**src/rtl/mvu_apb_csr_bridge_pkg.sv**
```systemverilog
// Shared types, CSR map constants and helpers for the MVU APB-to-CSR bridge.
package mvu_apb_csr_bridge_pkg;

   localparam int NMVU           = 8;
   localparam int BMVUCSRA       = 12;
   localparam int APB_ADDR_WIDTH = 15;
   localparam int APB_DATA_WIDTH = 32;
   localparam int APB_STRB_WIDTH = 4;

   typedef logic [APB_ADDR_WIDTH-1:0] apb_addr_t;
   typedef logic [APB_DATA_WIDTH-1:0] apb_data_t;
   typedef logic [APB_STRB_WIDTH-1:0] apb_strb_t;
   typedef logic [BMVUCSRA-1:0]       mvu_csr_t;
   typedef logic [$clog2(NMVU)-1:0]   mvu_idx_t;

   localparam mvu_csr_t CSR_MVUWBASEPTR   = 12'hF20;
   localparam mvu_csr_t CSR_MVUIBASEPTR   = 12'hF21;
   localparam mvu_csr_t CSR_MVUPRECISION  = 12'hF53;
   localparam mvu_csr_t CSR_MVUSTATUS     = 12'hF54;
   localparam mvu_csr_t CSR_MVUUSEHPADDER = 12'hF69;
   localparam mvu_csr_t CSR_FIRST         = CSR_MVUWBASEPTR;
   localparam mvu_csr_t CSR_LAST          = CSR_MVUUSEHPADDER;

   typedef enum logic [1:0] {BR_IDLE, BR_ISSUE, BR_RESP, BR_ERR} apb_br_state_t;

   function automatic logic [NMVU-1:0] mvu_onehot(input mvu_idx_t idx);
      mvu_onehot      = '0;
      mvu_onehot[idx] = 1'b1;
   endfunction

endpackage

```
**src/rtl/mvu_apb_csr_bridge_if.sv**
```systemverilog
// APB completer bus. Handshake: a transfer starts with psel & !penable (setup),
// then holds psel & penable until the completer returns pready for one cycle.
interface mvu_apb_csr_bridge_if;
   import mvu_apb_csr_bridge_pkg::*;

   logic      psel;
   logic      penable;
   logic      pwrite;
   apb_addr_t paddr;
   apb_data_t pwdata;
   apb_strb_t pstrb;
   apb_data_t prdata;
   logic      pready;
   logic      pslverr;

   modport master (
      output psel, penable, pwrite, paddr, pwdata, pstrb,
      input  prdata, pready, pslverr
   );

   modport slave (
      input  psel, penable, pwrite, paddr, pwdata, pstrb,
      output prdata, pready, pslverr
   );
endinterface

```
**src/rtl/mvu_csr_decode.sv**
```systemverilog
// Combinational legality check of an APB access against the MVU CSR map.
module mvu_csr_decode
   import mvu_apb_csr_bridge_pkg::*;
(
   input  mvu_csr_t  csr,
   input  logic      we,
   input  apb_strb_t strb,
   output logic      err
);

   always_comb begin
      err = 1'b0;
      if (csr < CSR_FIRST || csr > CSR_LAST) err = 1'b1;
      if (we && strb != '1)                  err = 1'b1;
      if (we && csr == CSR_MVUSTATUS)        err = 1'b1;
   end

endmodule

```
**src/rtl/mvu_apb_csr_bridge.sv**
```systemverilog
// APB completer that turns each transfer into one req/ack CSR transaction
// toward the selected MVU, with decode rejection and an ack timeout.
module mvu_apb_csr_bridge
   import mvu_apb_csr_bridge_pkg::*;
#(
   parameter int TIMEOUT = 255
) (
   input  logic                   clk,
   input  logic                   rst,
   mvu_apb_csr_bridge_if.slave    apb,
   output logic [NMVU-1:0]        csr_req,
   output logic                   csr_we,
   output mvu_csr_t               csr_addr,
   output apb_data_t              csr_wdata,
   input  logic [NMVU-1:0]        csr_ack,
   input  logic [NMVU*32-1:0]     csr_rdata,
   output apb_br_state_t          state
);

   localparam int CW = $clog2(TIMEOUT + 1);

   logic          dec_err;
   logic [CW-1:0] cnt;
   mvu_idx_t      idx_q;
   apb_data_t     ack_rdata;

   mvu_csr_decode u_decode (
      .csr  (apb.paddr[BMVUCSRA-1:0]),
      .we   (apb.pwrite),
      .strb (apb.pstrb),
      .err  (dec_err)
   );

   assign ack_rdata = csr_rdata[{idx_q, 5'd0} +: 32];

   always_ff @(posedge clk) begin
      if (rst) begin
         state       <= BR_IDLE;
         csr_req     <= '0;
         csr_we      <= 1'b0;
         csr_addr    <= '0;
         csr_wdata   <= '0;
         apb.pready  <= 1'b0;
         apb.pslverr <= 1'b0;
         apb.prdata  <= '0;
         cnt         <= '0;
         idx_q       <= '0;
      end else begin
         case (state)
            BR_IDLE: begin
               if (apb.psel && !apb.penable) begin
                  idx_q <= apb.paddr[APB_ADDR_WIDTH-1:BMVUCSRA];
                  if (dec_err) begin
                     // Decode errors complete in the access phase with no wait states.
                     state       <= BR_ERR;
                     apb.pready  <= 1'b1;
                     apb.pslverr <= 1'b1;
                     apb.prdata  <= '0;
                  end else begin
                     state     <= BR_ISSUE;
                     csr_req   <= mvu_onehot(apb.paddr[APB_ADDR_WIDTH-1:BMVUCSRA]);
                     csr_we    <= apb.pwrite;
                     csr_addr  <= apb.paddr[BMVUCSRA-1:0];
                     csr_wdata <= apb.pwdata;
                     cnt       <= '0;
                  end
               end
            end
            BR_ISSUE: begin
               if (csr_ack[idx_q]) begin
                  state       <= BR_RESP;
                  csr_req     <= '0;
                  apb.pready  <= 1'b1;
                  apb.pslverr <= 1'b0;
                  apb.prdata  <= csr_we ? '0 : ack_rdata;
               end else if (cnt == CW'(TIMEOUT - 1)) begin
                  state       <= BR_ERR;
                  csr_req     <= '0;
                  apb.pready  <= 1'b1;
                  apb.pslverr <= 1'b1;
                  apb.prdata  <= '0;
               end else if (cnt != '1) begin
                  cnt <= cnt + 1'b1;
               end
            end
            BR_RESP, BR_ERR: begin
               state       <= BR_IDLE;
               apb.pready  <= 1'b0;
               apb.pslverr <= 1'b0;
               apb.prdata  <= '0;
            end
            default: state <= BR_IDLE;
         endcase
      end
   end

endmodule
```
**src/flat_wrapper.sv**
```systemverilog
// flat-port wrapper written by rule: the top's interface ports become plain ports
module mvu_apb_csr_bridge_flat import mvu_apb_csr_bridge_pkg::*;
#(
   parameter int TIMEOUT = 255
)
  (clk, rst, csr_req, csr_we, csr_addr, csr_wdata, csr_ack, csr_rdata, state, apb_psel, apb_penable, apb_pwrite, apb_paddr, apb_pwdata, apb_pstrb, apb_prdata, apb_pready, apb_pslverr);
  mvu_apb_csr_bridge_if apb_i ();
  input  logic clk;
  input  logic rst;
  output logic [NMVU-1:0] csr_req;
  output logic csr_we;
  output mvu_csr_t csr_addr;
  output apb_data_t csr_wdata;
  input  logic [NMVU-1:0] csr_ack;
  input  logic [NMVU*32-1:0] csr_rdata;
  output apb_br_state_t state;
  input wire logic [$bits(apb_i.psel)-1:0] apb_psel;
  input wire logic [$bits(apb_i.penable)-1:0] apb_penable;
  input wire logic [$bits(apb_i.pwrite)-1:0] apb_pwrite;
  input wire logic [$bits(apb_i.paddr)-1:0] apb_paddr;
  input wire logic [$bits(apb_i.pwdata)-1:0] apb_pwdata;
  input wire logic [$bits(apb_i.pstrb)-1:0] apb_pstrb;
  output wire logic [$bits(apb_i.prdata)-1:0] apb_prdata;
  output wire logic [$bits(apb_i.pready)-1:0] apb_pready;
  output wire logic [$bits(apb_i.pslverr)-1:0] apb_pslverr;
  assign apb_i.psel = apb_psel;
  assign apb_i.penable = apb_penable;
  assign apb_i.pwrite = apb_pwrite;
  assign apb_i.paddr = apb_paddr;
  assign apb_i.pwdata = apb_pwdata;
  assign apb_i.pstrb = apb_pstrb;
  assign apb_prdata = apb_i.prdata;
  assign apb_pready = apb_i.pready;
  assign apb_pslverr = apb_i.pslverr;
  mvu_apb_csr_bridge #(.TIMEOUT(TIMEOUT)) u_core (.clk(clk), .rst(rst), .apb(apb_i), .csr_req(csr_req), .csr_we(csr_we), .csr_addr(csr_addr), .csr_wdata(csr_wdata), .csr_ack(csr_ack), .csr_rdata(csr_rdata), .state(state));
endmodule
```
**config.mk**
```make
export PLATFORM = sky130hd
export DESIGN_NAME = mvu_apb_csr_bridge_flat
export DESIGN_NICKNAME = d
export VERILOG_FILES = /design/src/rtl/mvu_apb_csr_bridge_pkg.sv /design/src/rtl/mvu_apb_csr_bridge_if.sv /design/src/rtl/mvu_csr_decode.sv /design/src/rtl/mvu_apb_csr_bridge.sv /design/src/flat_wrapper.sv
export SDC_FILE = /design/constraint.sdc
export NUM_CORES = 1
export LEC_CHECK = 0
export ABC_AREA = 1
export CAP_MARGIN = 20
export CELL_PAD_IN_SITES_DETAIL_PLACEMENT = 0
export CELL_PAD_IN_SITES_GLOBAL_PLACEMENT = 1
export CORE_UTILIZATION = 25
export DETAILED_ROUTE_END_ITERATION = 6
export GPL_TIMING_DRIVEN = 0
export PLACE_DENSITY = 0.88
export SYNTH_ARGS = -nofsm -noshare
export SYNTH_HDL_FRONTEND = slang
export SYNTH_HIERARCHICAL = 1
export SYNTH_SLANG_ARGS = --single-unit
```
**constraint.sdc**
```tcl
create_clock -name clk -period 5.8 [get_ports clk]
set_clock_uncertainty 0.2 [all_clocks]
set_input_delay 1.16 -clock clk [delete_from_list [all_inputs] [get_ports clk]]
set_output_delay 1.16 -clock clk [all_outputs]
set_load 0.005 [all_outputs]
```
==> results.md, run 1 <==
* Die Ht at between 150 and 200 µm
* CTS Hold Bufs at 0
* Cell variety after synth at 27
* Root buf cell: clkbuf_16
* Max clock buf depth at 2
* Max cap viols at 0
* Status: finished, final reports clean
* Die X at roughly 160 µm
* Worst-Skew Late Latency at 350 ps
* Post-DP HPWL at ~28000 µm
* Largest net degree at the start of global routing at 19
* Congestion Overflow GR at 0
* CTS tree: done
* Flops & latches, synth at 100
* Most frequent CP cell: nand2_1
* Drt first-iter violations at between 400 and 500
* Clk slew on worst S/H paths at ~70 ps
* Crit path required time at about 5800 ps
* CP Cell Sequence: clkdlybuf4s50_1, nand2_1, nor2_2, nand2_1, nand2_1, nand3_2, nor2_2, inv_2, clkbuf_1, nor2_1, nor2_1
* Die area at 26800 µm²
* Max_slew headroom at between 50 and 60%
* Power, Total at 2.46 mW
* Final wirelength at between 30000 and 40000 µm
* Remaining antenna violation count at 0
* Mapped Area at approximately 6500 µm²
* Arrival time worst endpoint at ~3400 ps
* RSZ-0062 raised after global routing: false
* Min-delay worst type: register to register
* Vias in the first global route at ~9000
* Final core utilization at ~45%
* Core area at ~25000 µm²
* Startpoint types: input port
* Clock buffers created by TritonCTS at 9
* R2r setup slk at ~3100 ps
* P_leak at 4.68 nW
* DR pass1 iterations at 5
* Gr usage total at roughly 25%
* Biggest cell delay along the critical path at 500 ps
* Initial antenna violation count at 9
* Final hold viol count at 0
* Final min period at 3360 ps
* Syn avg cell area at approximately 5.7 µm²
* First-pass GRT wire length at ~50000 µm
* Starting density of the core at 25.7%
* # DRC at 0
* Post-CTS sizing at 0
* Area leader, netlist: dfxtp_1
* Final #Nets at about 1900
* WS Path Type: input port to register
* Via Count at 9071
* Top-level port count at 409
* IO Port Bufs at 408
* Peak VDD IR at around 0.14 mV
* Worst-margin pin slew at 686 ps
* GPL Wtd Cong at between 0.9 and 1
* Share of layout cells above drive strength 1 at under 10%
* PD cells at 217 nW/µm²
* Vias per cell at 4.75
* Post-synth top area share at between 30% and 40%
* Pre-CTS setup slack at 2040 ps
* CTS Sinks at 100
* Max frequency at 0.297 GHz
* Tcrit/Tclk final at about 58%
* Synth area leaders: dfxtp_1 31%, nor2_1 20%, o21ai_0 14%
* Final Max Slew Viols at 0
* Final non-filler cell area at between 10000 and 15000 µm²
* DR WL/cell at 17.9 µm
* Synth warn at 6
* Crit. End Element: register
* Gate Count Post-Synth at about 1100
* Critical path's slowest cell: clkdlybuf4s50_1
* Setup tns final at 0 ps
* Syn Nets at ~1500
* CTS HTree Levels at 3
* Worst-path fanout max at 10
* Seq/Total Area, Yosys at a little under a third
* Row count at 58
* Final setup vio count at 0
* Postcts setup bufs at 0
* Placed instance area at between 10000 and 15000 µm²
* Area delta synth->final at 73.3%
* Final setup margin at between 2000 and 2500 ps
[metal layers]
metal,vias up,global-route usage [%],share of wire (%)
li1,4531,-,-
met1,4112,26.6,38
met2,360,45.4,50
met3,60,7.05,8.8
met4,8,10.3,2.6
met5,-,0,0.16
[state kept, by name (all words and copies together) (netlist names)]
register / count
u_core/csr_wdata: 32
u_core/apb.pready: 1
u_core/cnt: 8
u_core/idx_q: 3
u_core/csr_we: 1
u_core/state: 2
u_core/csr_addr: 12
u_core/csr_req: 8
u_core/apb.prdata: 32
u_core/apb.pslverr: 1
[area by class of cell]
cell class | count | area, µm²
repair buffers | 408 | 4080
clock inverters | 7 | 55.1
multi-input cells | 882 | 3850
diodes | 6 | 15.0
well taps | 330 | 413
plain buffers | 80 | 362
clock buffers | 9 | 225
inverters | 87 | 327
fillers | 2704 | 14100
flip-flops and latches | 100 | 2000
[metrics by stage]
stage               std cells  hold WS [ps]
CTS                      1903           260
finish                   1909           256
global route             1908           288
floorplan                1149           243
detailed placement       1887           246
global placement         1887           237
[cells in the mapped netlist]
| master | n |
|---|---|
| ha_1 | 2 |
| clkbuf_1 | 52 |
| buf_4 | 2 |
| a21oi_1 | 46 |
| o21ai_0 | 181 |
| clkinv_1 | 1 |
| nor2_1 | 344 |
| nand3_2 | 3 |
| dfxtp_1 | 100 |
| o22ai_1 | 32 |
| a31oi_1 | 1 |
| nand4_1 | 14 |
| inv_1 | 82 |
| nor3_1 | 1 |
| nand2_1 | 198 |
| nand3b_1 | 1 |
| nand3_1 | 19 |
| inv_2 | 4 |
| buf_2 | 19 |
| nor2_2 | 4 |
| o21ai_2 | 1 |
| o21ai_1 | 32 |
| nand2_4 | 1 |
| nor2b_1 | 1 |
| buf_6 | 4 |
| nor2_4 | 1 |
| buf_1 | 3 |
[worst paths after layout]
kind,startpoint,endpoint,cells after the start
setup / recovery,apb_pstrb[1],u_core/csr_wdata[7],11
hold / removal,u_core/apb.pready,u_core/apb.pready,2
setup reg to reg,u_core/idx_q[0],u_core/apb.prdata[16],8
hold reg to reg,u_core/apb.pready,u_core/apb.pready,2
[cells in the final DEF, fill, tap and decap left out, drive strengths merged]
cell           synthesis  layout
o22ai                 32      32
nand3                 22      22
clkdlybuf4s50          0     408
diode                  0       6
nand4                 14      14
nand3b                 1       1
a21oi                 46      46
o21ai                214     214
inv                   86      90
nor2b                  1       1
nor2                 349     349
ha                     2       2
clkinv                 1       3
clkinvlp               0       1
nor3                   1       1
buf                   28      28
nand2                199     199
dfxtp                100     100
a31oi                  1       1
clkbuf                52      61
[power breakdown]
part | internal (mW) | switching (mW)
logic | 0.499 | 0.559
clock network | 0.298 | 0.300
registers | 0.756 | 0.0437
[kinds of logic after synthesis]
logic type	Yosys count	synth area share, %
and+or+nand+nor	587	35.4
adders and majority gates	2	0.383
DFF	100	30.6
buffers and inverters	167	10.5
AOI/OAI and AO/OA	293	23.1
[worst max-delay path: cells and delay by family]
kind / cells / cell delay [ps]
buf+inv: 3 / 990
simple gates: 8 / 1250
(Power assumes the default switching activity.)
==> run 2, diff against run 1 <==
CORE_UTILIZATION = 23   (was 25)
PLACE_DENSITY = 0.82   (was 0.88)
clock period = 3.1 ns   (was 5.8 ns; I/O delays follow)
==> run 2 against run 1 <==
Against the previous run:
- register-to-register slack worse by 2700 ps
- design area is 0.76% higher
- sequential share of layout area fell by 0.13 points
- wire length is 2.2% higher
- highest routed layer unchanged
- critical path depth decreased by 2
- non-clock buffer count fell by 1
- critical endpoint is now u_core/csr_req[6]
==> results.md, run 2 (synthesized netlist as in run 1, its figures left out) <==
* Clock buffers created by TritonCTS at 9 (unchanged)
* DR pass1 iterations at 6 (was 5)
* Share of layout cells above drive strength 1 at 3.50% (about the same)
* Final setup vio count at 0 (unchanged)
* Max clock buf depth at 2 (unchanged)
* Peak VDD IR at 0.349 mV (was 0.137 mV)
* Met1 Wirelength at 13200 µm (was 13100 µm)
* Status: finished, final reports clean (unchanged)
* Final min period at around 2900 ps
* Filler Cell Count at 2973 (was 2704)
* Post-CTS sizing at 0 (unchanged)
* Gr usage total at 23.4% (was 24.9%)
* Final hold viol count at 0 (unchanged)
* Root buf cell: clkbuf_16 (unchanged)
* CTS tree: done (unchanged)
* Drt first-iter violations at 421 (was 438)
* Worst-Skew Late Latency at 350 ps (about the same)
* Final #Nets at 1889 (was 1890)
* Postcts setup bufs at 0 (unchanged)
* Length of routed met2 wiring at 17300 µm (was 17100 µm)
* Core area at 27900 µm² (was 25400 µm²)
* CP Cell Sequence: clkdlybuf4s50_1, nand4_1, nor2_1, nand3_2, a21oi_1, nand3_1, nand2_1, inv_1, nor2_1 (was clkdlybuf4s50_1, nand2_1, nor2_2, nand2_1, nand2_1, nand3_2, nor2_2, inv_2, clkbuf_1, nor2_1, nor2_1)
* CTS HTree Levels at 3 (unchanged)
* Vias in the first global route at 8748 (was 8959)
* Final wirelength at 35000 µm (was 34200 µm)
* Via Count at 8955 (was 9071)
* Starting density of the core at 23.5% (was 25.7%)
* Row count at 61 (was 58)
* Crit. End Element: register (unchanged)
* Clk slew on worst S/H paths at 80 ps (was 70 ps)
* Register area at 2000 µm² (unchanged)
* Arrival time worst endpoint at 2960 ps (was 3400 ps)
* Max frequency at 0.349 GHz
* CTS Hold Bufs at 0 (unchanged)
* # DRC at 0 (unchanged)
* Worst-path fanout max at 9 (was 10)
* Worst hold margin at 256 ps (about the same)
* Die area at 29100 µm² (was 26800 µm²)
* Max cap viols at 0 (unchanged)
* Post-DP HPWL at 28100 µm (was 27700 µm)
* Met3 WL at 3330 µm (was 3020 µm)
* RSZ-0062 raised after global routing: false (unchanged)
* Worst-margin pin slew at 852 ps (was 686 ps)
* CTS Sinks at 100 (unchanged)
* Remaining antenna violation count at 0 (unchanged)
* Top flop regs: u_core/apb.prdata (32), u_core/csr_wdata (32), u_core/csr_addr (12) (unchanged)
* Die X at 171 µm (was 164 µm)
* IO Port Bufs at 408 (unchanged)
* Top-level port count at 409 (unchanged)
* Biggest cell delay along the critical path at 680 ps (was 500 ps)
* Top layer in use: met5 (unchanged)
* DR WL/cell at 17.9 µm (about the same)
* Largest net degree at the start of global routing at 19 (unchanged)
* Area delta synth->final at 74.6% (was 73.3%)
* PD cells at 411 nW/µm² (was 217 nW/µm²)
* Commonest non-fill, non-tap cell in the layout: clkdlybuf4s50_1 (unchanged)
* GPL Wtd Cong at 0.953 (was 0.979)
* Footprint of the multi-input gates at 3850 µm² (unchanged)
* Final core utilization at 41.0% (was 44.6%)
* Tcrit/Tclk final at between 90% and 100%
* Critical path's slowest cell: a21oi_1 (was clkdlybuf4s50_1)
* Most frequent cells in the layout: 408 x clkdlybuf4s50_1, 344 x nor2_1, 198 x nand2_1 (unchanged)
* Final Max Slew Viols at 0 (unchanged)
* Congestion Overflow GR at 0 (unchanged)
* P_leak at 4.69 nW (was 4.68 nW)
* Crit path required time at 3190 ps (was 5840 ps)
* WS Path Type: input port to register (unchanged)
* Most frequent CP cell: nor2_1 (was nand2_1)
* First-pass GRT wire length at 50600 µm (was 50100 µm)
* Startpoint types: input port (unchanged)
* Vias per cell at 4.57 (was 4.75)
* Min-delay worst type: register to register (unchanged)
* Die Ht at 171 µm (was 164 µm)
* Initial antenna violation count at 9 (unchanged)
* Max_slew headroom at 43.2% (was 54.3%)
[run 2: cell count changes in the layout (fill, tap and decap cells not counted), sizes merged]
cell / previous run / this run
bufinv: 0 / 1
clkinvlp: 1 / 0
diode: 6 / 8
clkbuf: 61 / 60
[run 2: where the power goes]
group / total (mW) / internal, mW / switching (mW) / leakage [nW]
Sequential: 1.50 / 1.42 / 0.0853 / 0.814
Clock: 1.20 / 0.642 / 0.558 / 0.154
Combinational: 2.00 / 0.933 / 1.06 / 3.72
Total: 4.70 / 2.99 / 1.71 / 4.69
[run 2: path summary, 6_finish.rpt]
kind	from	endpoint	cells after the start	slack (ps)
hold reg to reg	u_core/apb.pslverr	u_core/apb.pslverr	2	260
setup reg to reg	u_core/idx_q[0]	u_core/apb.prdata[16]	9	410
setup / recovery	apb_paddr[10]	u_core/csr_req[6]	9	230
hold / removal	u_core/apb.pslverr	u_core/apb.pslverr	2	260
[run 2: per-stage QoR]
step                      instance area (µm²)  power, mW  TNS (ps)  setup slack (ps)  cells
final                                   11400       4.70         0               231   1958
after global routing                    11400       5.03         0              20.1   1956
after CTS                               11400       4.76         0               117   1951
after detailed placement                11100       3.53     -1180              -153   1935
after global placement                  11100       3.52      -756             -93.2   1935
after floorplan                          6540       2.46         0               961   1149
[run 2: layer usage]
metal  GRT usage [%]  up-vias
met2            42.2      381
met3            6.78       53
li1                -     4525
met4            10.5        2
met1            25.0     3994
met5               0        -
[run 2: critical path, delay by kind of cell]
| family | cells | cell delay [ps] |
|---|---|---|
| AOI/OAI and AO/OA | 1 | 680 |
| and+or+nand+nor | 6 | 1080 |
| buffers and inverters | 2 | 570 |
[run 2: area by class of cell]
class / count / share of cell area (%)
repair buffers: 408 / 35.8
multi-input cells: 882 / 33.7
flip-flops and latches: 100 / 17.5
well taps: 378 / 4.14
plain buffers: 79 / 3.13
inverters: 87 / 2.86
clock buffers: 9 / 1.97
clock inverters: 7 / 0.701
diodes: 8 / 0.175
